`src/rtl/shift_pipe.sv`:
```
// Pipelined barrel shifter/rotator: stage k moves the operand by 2^k when amount bit k is set.
// Valid/ready flow control with a single global advance enable; the last stage is the output.
module shift_pipe #(
    parameter int unsigned DATA_WIDTH = 64
) (
    input  logic                  in_clk,
    input  logic                  in_rst_n,
    input  logic                  in_valid,
    output logic                  out_ready,
    input  logic [DATA_WIDTH-1:0] in_numA,
    input  logic [DATA_WIDTH-1:0] in_numB,
    input  logic [2:0]            in_mode,
    output logic                  out_valid,
    input  logic                  in_ready,
    output logic [DATA_WIDTH-1:0] out_result,
    output logic                  out_zero,
    output logic                  out_ovr
);
    localparam int unsigned SHAMT_WIDTH = $clog2(DATA_WIDTH);
    localparam int unsigned NumMid      = SHAMT_WIDTH - 1;

    localparam logic [2:0] ModeSll = 3'b000;
    localparam logic [2:0] ModeSrl = 3'b001;
    localparam logic [2:0] ModeSra = 3'b010;
    localparam logic [2:0] ModeRol = 3'b011;
    localparam logic [2:0] ModeRor = 3'b100;

    // Stages 0..SHAMT_WIDTH-2; the final stage is held in the r_out_* registers.
    logic [NumMid-1:0]      r_valid;
    logic [NumMid-1:0]      r_ovr;
    logic [DATA_WIDTH-1:0]  r_data [NumMid];
    logic [2:0]             r_mode [NumMid];
    // Remaining amount, pre-shifted so bit 0 always controls the next stage.
    logic [SHAMT_WIDTH-1:0] r_amt  [NumMid];

    logic                  r_out_valid;
    logic [DATA_WIDTH-1:0] r_out_result;
    logic                  r_out_zero;
    logic                  r_out_ovr;

    logic                  w_adv;
    logic                  w_ovr_in;
    logic [DATA_WIDTH-1:0] w_step [SHAMT_WIDTH];
    logic [DATA_WIDTH-1:0] w_final;

    function automatic logic [DATA_WIDTH-1:0] f_step(
        input logic [DATA_WIDTH-1:0] d,
        input logic [2:0]            m,
        input int unsigned           n
    );
        case (m)
            ModeSll: return d << n;
            ModeSrl: return d >> n;
            ModeSra: return $unsigned($signed(d) >>> n);
            ModeRol: return (d << n) | (d >> (DATA_WIDTH - n));
            ModeRor: return (d >> n) | (d << (DATA_WIDTH - n));
            default: return d;
        endcase
    endfunction

    assign w_adv     = !r_out_valid || in_ready;
    assign out_ready = w_adv;
    // Reserved modes never report an overrange amount.
    assign w_ovr_in  = (|in_numB[DATA_WIDTH-1:SHAMT_WIDTH]) && (in_mode <= ModeRor);

    always_comb begin
        w_step[0] = in_numB[0] ? f_step(in_numA, in_mode, 1) : in_numA;
        for (int k = 1; k < SHAMT_WIDTH; k++) begin
            w_step[k] = r_amt[k-1][0] ? f_step(r_data[k-1], r_mode[k-1], 32'(1) << k)
                                      : r_data[k-1];
        end
        // Overrange: logical shifts flush to zero, SRA to the sign (MSB survives >>>).
        w_final = w_step[SHAMT_WIDTH-1];
        if (r_ovr[NumMid-1]) begin
            case (r_mode[NumMid-1])
                ModeSll, ModeSrl: w_final = '0;
                ModeSra:          w_final = {DATA_WIDTH{w_step[SHAMT_WIDTH-1][DATA_WIDTH-1]}};
                default:          w_final = w_step[SHAMT_WIDTH-1];
            endcase
        end
    end

    always_ff @(posedge in_clk or negedge in_rst_n) begin
        if (!in_rst_n) begin
            r_valid      <= '0;
            r_ovr        <= '0;
            r_out_valid  <= 1'b0;
            r_out_result <= '0;
            r_out_zero   <= 1'b0;
            r_out_ovr    <= 1'b0;
            for (int k = 0; k < NumMid; k++) begin
                r_data[k] <= '0;
                r_mode[k] <= '0;
                r_amt[k]  <= '0;
            end
        end else if (w_adv) begin
            r_valid[0] <= in_valid;
            r_ovr[0]   <= w_ovr_in;
            r_data[0]  <= w_step[0];
            r_mode[0]  <= in_mode;
            r_amt[0]   <= in_numB[SHAMT_WIDTH-1:0] >> 1;
            for (int k = 1; k < NumMid; k++) begin
                r_valid[k] <= r_valid[k-1];
                r_ovr[k]   <= r_ovr[k-1];
                r_data[k]  <= w_step[k];
                r_mode[k]  <= r_mode[k-1];
                r_amt[k]   <= r_amt[k-1] >> 1;
            end
            r_out_valid  <= r_valid[NumMid-1];
            r_out_result <= w_final;
            r_out_zero   <= (w_final == '0);
            r_out_ovr    <= r_ovr[NumMid-1];
        end
    end

    assign out_valid  = r_out_valid;
    assign out_result = r_out_result;
    assign out_zero   = r_out_zero;
    assign out_ovr    = r_out_ovr;

endmodule

```
`config.mk`:
```
export PLATFORM = sky130hd
export DESIGN_NAME = shift_pipe
export DESIGN_NICKNAME = d
export VERILOG_FILES = /design/src/rtl/shift_pipe.sv
export SDC_FILE = /design/constraint.sdc
export NUM_CORES = 1
export LEC_CHECK = 0
export BUFFER_PORTS_ARGS = -buffer_cell sky130_fd_sc_hd__buf_4
export CAP_MARGIN = 20
export CORE_UTILIZATION = 61
export CTS_CLUSTER_DIAMETER = 60
export DETAILED_ROUTE_END_ITERATION = 7
export PLACE_DENSITY = 0.81
export SLEW_MARGIN = 20
export SYNTH_ARGS = -nofsm -noshare
export SYNTH_HDL_FRONTEND = slang
export SYNTH_SLANG_ARGS = --single-unit
```
`constraint.sdc`:
```
create_clock -name in_clk -period 3.3 [get_ports in_clk]
set_input_delay 0.66 -clock in_clk [delete_from_list [all_inputs] [get_ports in_clk]]
set_output_delay 0.66 -clock in_clk [all_outputs]
set_load 0.01 [all_outputs]
```
==> impl_metrics.env <==
export IMPL_outcome="finished, final reports clean"
export IMPL_synth_most_common_cell="nand2_1"
export IMPL_syn_area_um2=23800
export IMPL_synthAdderAreaFrac_pct=0.295
export IMPL_first_pass_iters=6
export IMPL_hold_buffers=0
export IMPL_grt_pass1_vias=20853
export IMPL_cts_made_buffers=45
export IMPL_cts_root_buffer_cell="clkbuf_16"
export IMPL_postCtsSetupBuffers=0
export IMPL_crit_chain="or3b_1 > o21ai_1 > a22oi_1 > or4_1 > nor4_1 > a31oi_1 > o41ai_2"
export IMPL_syn_inst=2976
export IMPL_avgRoutedWirePerCell_um=21.0
export IMPL_totalWireLength_um=75200
export IMPL_period_minus_slack_ps=2790
export IMPL_dp_hpwl_um=53300
export IMPL_cts_resized=0
export IMPL_synth_ff_type="dfrtp_1"
export IMPL_hold_slack_ps=44.5
export IMPL_p_leak_nw=11.4
export IMPL_vias=22772
export IMPL_ys_warn_count=0
export IMPL_nFillCells=2894
export IMPL_slew_viol_final=0
export IMPL_synthMuxAreaShare_pct=3.54
export IMPL_required_ps=3780
export IMPL_final_cells=3576
export IMPL_ctsHtreeMaxLevel=2
export IMPL_setup_violations=0
export IMPL_syn_num_nets=3111
export IMPL_synth_compound_area_share_pct=29.1
export IMPL_placed_cells=3494
export IMPL_initial_utilization_pct=62.5
export IMPL_fin_crit_sh_pct=84.6
export IMPL_yosys_area_top_type_share_pct=45.0
export IMPL_drt_iter0_markers=2092
export IMPL_slowest_stage="or3b_1"
export IMPL_yosys_area_top_type="dfrtp_1"
export IMPL_fmax_mhz=358
export IMPL_die_h_um=199
export IMPL_yosys_top_cells_count="nand2_1, o21ai_0, dfrtp_1, clkbuf_1, a22oi_1"
export IMPL_grt_ovfl_total=0
export IMPL_synthTopCellsByArea="dfrtp_1, o21ai_0, nand2_1"
export IMPL_rows=71
export IMPL_core_um2=38000
export IMPL_vdd_ir_drop_max_uv=521
export IMPL_nets=3165
export IMPL_gp_congestion=1.00
export IMPL_clk_pin_slew_worst_paths_ps=60
export IMPL_avgSynthCellArea_um2=7.98
export IMPL_synthXorXnorAreaFrac_pct=0.147
export IMPL_worstSetupEndpointType="register"
export IMPL_tritoncts="yes"
export IMPL_num_antenna_cells=0
export IMPL_crit_fanout=12
export IMPL_synth_edff_count=0
export IMPL_maxSlewHeadroom_pct=26.6
export IMPL_grt_max_degree=266
export IMPL_grtUsageTotal_pct=38.3
export IMPL_ys_seq_elements=427
export IMPL_hp_class="primary input to async pin"
export IMPL_worstSetupPathType="register to register"
export IMPL_crit_path_start_kind="register"
export IMPL_via_per_inst=6.37
export IMPL_cp_data_arrival_time_ps=3270
export IMPL_die_w_um=199
export IMPL_async_flop_share_pct=100
export IMPL_drive_gt1_share_pct=13.1
export IMPL_area_growth_pct=15.3
export IMPL_yosys_cell_types_count=65
export IMPL_worst_pin_slew_ps=1100
export IMPL_cts_buffer_depth=3
export IMPL_synth_top_family_by_area="compound AO/OA/AOI/OAI gates"
export IMPL_regArea_um2=10700
export IMPL_slowest_delay_ps=600
export IMPL_maxCapViolations=0
export IMPL_clkSinkCount=427
export IMPL_multiInputGateArea_um2=12000
export IMPL_synthSimpleGateAreaFrac_pct=17.2
export IMPL_hold_viol_final=0
export IMPL_powerDensity_nw_per_um2=1160
export IMPL_final_core_util_pct=72.1
export IMPL_antenna_found_initial=1
export IMPL_grt_pass1_wl_um=117000
export IMPL_synth_seq_area_share_pct=45.0
export IMPL_portBuffers=202
export IMPL_clkLatencyLatePin_ps=580
export IMPL_rsz0062_at_grt="no"
export IMPL_drtAntennaViolNets=0
export IMPL_post_route_drc_count=0
export IMPL_io_pins=203
export IMPL_finalClockSkew_ps=14.7
export IMPL_die_area_um2=39700
export IMPL_tns_ps=0
-- layout make-up --
class                           count  share of cell area (%)
Multi-Input combinational cell   2260                    44.0
Sequential cell                   427                    39.0
Timing Repair Buffer              285                    8.57
Clock buffer                       59                    4.67
Tap cell                          511                    2.33
Clock inverter                     23                    1.32
Inverter                           11                   0.155
-- cells by family (layout without fill, tap and decap cells) --
family,after synthesis,count (layout)
AOI/OAI and AO/OA,1166,1166
xor gates and xnor gates,4,4
adders and majority gates,7,7
buffers and inverters,289,378
DFF,427,427
muxes,83,83
and+or+nand+nor,1000,1000
-- path summary, 6_finish.rpt --
check,from,slack (ps),depth (start not counted),endpoint
max in group asynchronous,in_rst_n,2420,2,r_data[164]
max,r_data[63],510,7,out_zero
min reg2reg,r_amt[7],470,2,r_amt[7]
min in group in_clk,in_numB[5],270,3,r_amt[28]
max reg2reg,r_data[63],510,7,out_zero
min,in_rst_n,40,1,out_result[15]
-- metrics by stage --
step | total power [mW] | cell area (um^2) | setup slack [ps]
after floorplan | 19.8 | 23800 | 956
after global placement | 25.2 | 25800 | 532
after detailed placement | 25.7 | 25800 | 552
after CTS | 31.4 | 27400 | 553
after global routing | 33.9 | 27400 | 388
final | 31.8 | 27400 | 508
-- worst max-delay path, delay by kind of cell, from the launching register on --
kind	cells	cell delay, ps
AOI/OAI and AO/OA	4	830
DFF	1	500
and+or+nand+nor	3	1360
-- power breakdown --
group | total [mW] | switching, mW | internal [mW]
Sequential | 11.3 | 3.49 | 7.81
Combinational | 14.9 | 9.28 | 5.63
Clock | 5.59 | 2.15 | 3.44
Total | 31.8 | 14.9 | 16.9
-- sequential cells by signal (all words and copies together), names as in the netlist --
name / count
r_amt: 15
out_zero: 1
out_valid: 1
out_ovr: 1
out_result: 64
r_ovr: 5
r_mode: 15
r_valid: 5
r_data: 320
-- layer usage --
metal | global-route usage [%] | up-vias | part of all wire, % | wire length [um]
met5 | 0 | - | 0.056 | 42
met4 | 26.3 | 2 | 7.4 | 5550
met3 | 5.99 | 255 | 6.6 | 4960
met2 | 61.1 | 990 | 46 | 34900
met1 | 48.0 | 10829 | 40 | 29700
li1 | - | 10696 | - | -
-- layout by cell type (no fill, tap or decap), drive strengths merged, types with 12 or more instances in the layout --
master / synthesis / final
a22oi: 198 / 198
o21ai: 741 / 741
clkinv: 0 / 13
clkbuf: 237 / 59
nand3: 29 / 29
a21oi: 72 / 72
o211ai: 14 / 14
o22ai: 19 / 19
buf: 41 / 285
a31oi: 12 / 12
mux2i: 75 / 75
nand2: 762 / 762
nor2: 98 / 98
a221o: 64 / 64
nor3: 31 / 31
nor4: 25 / 25
dfrtp: 427 / 427
(Power assumes the default switching activity.)
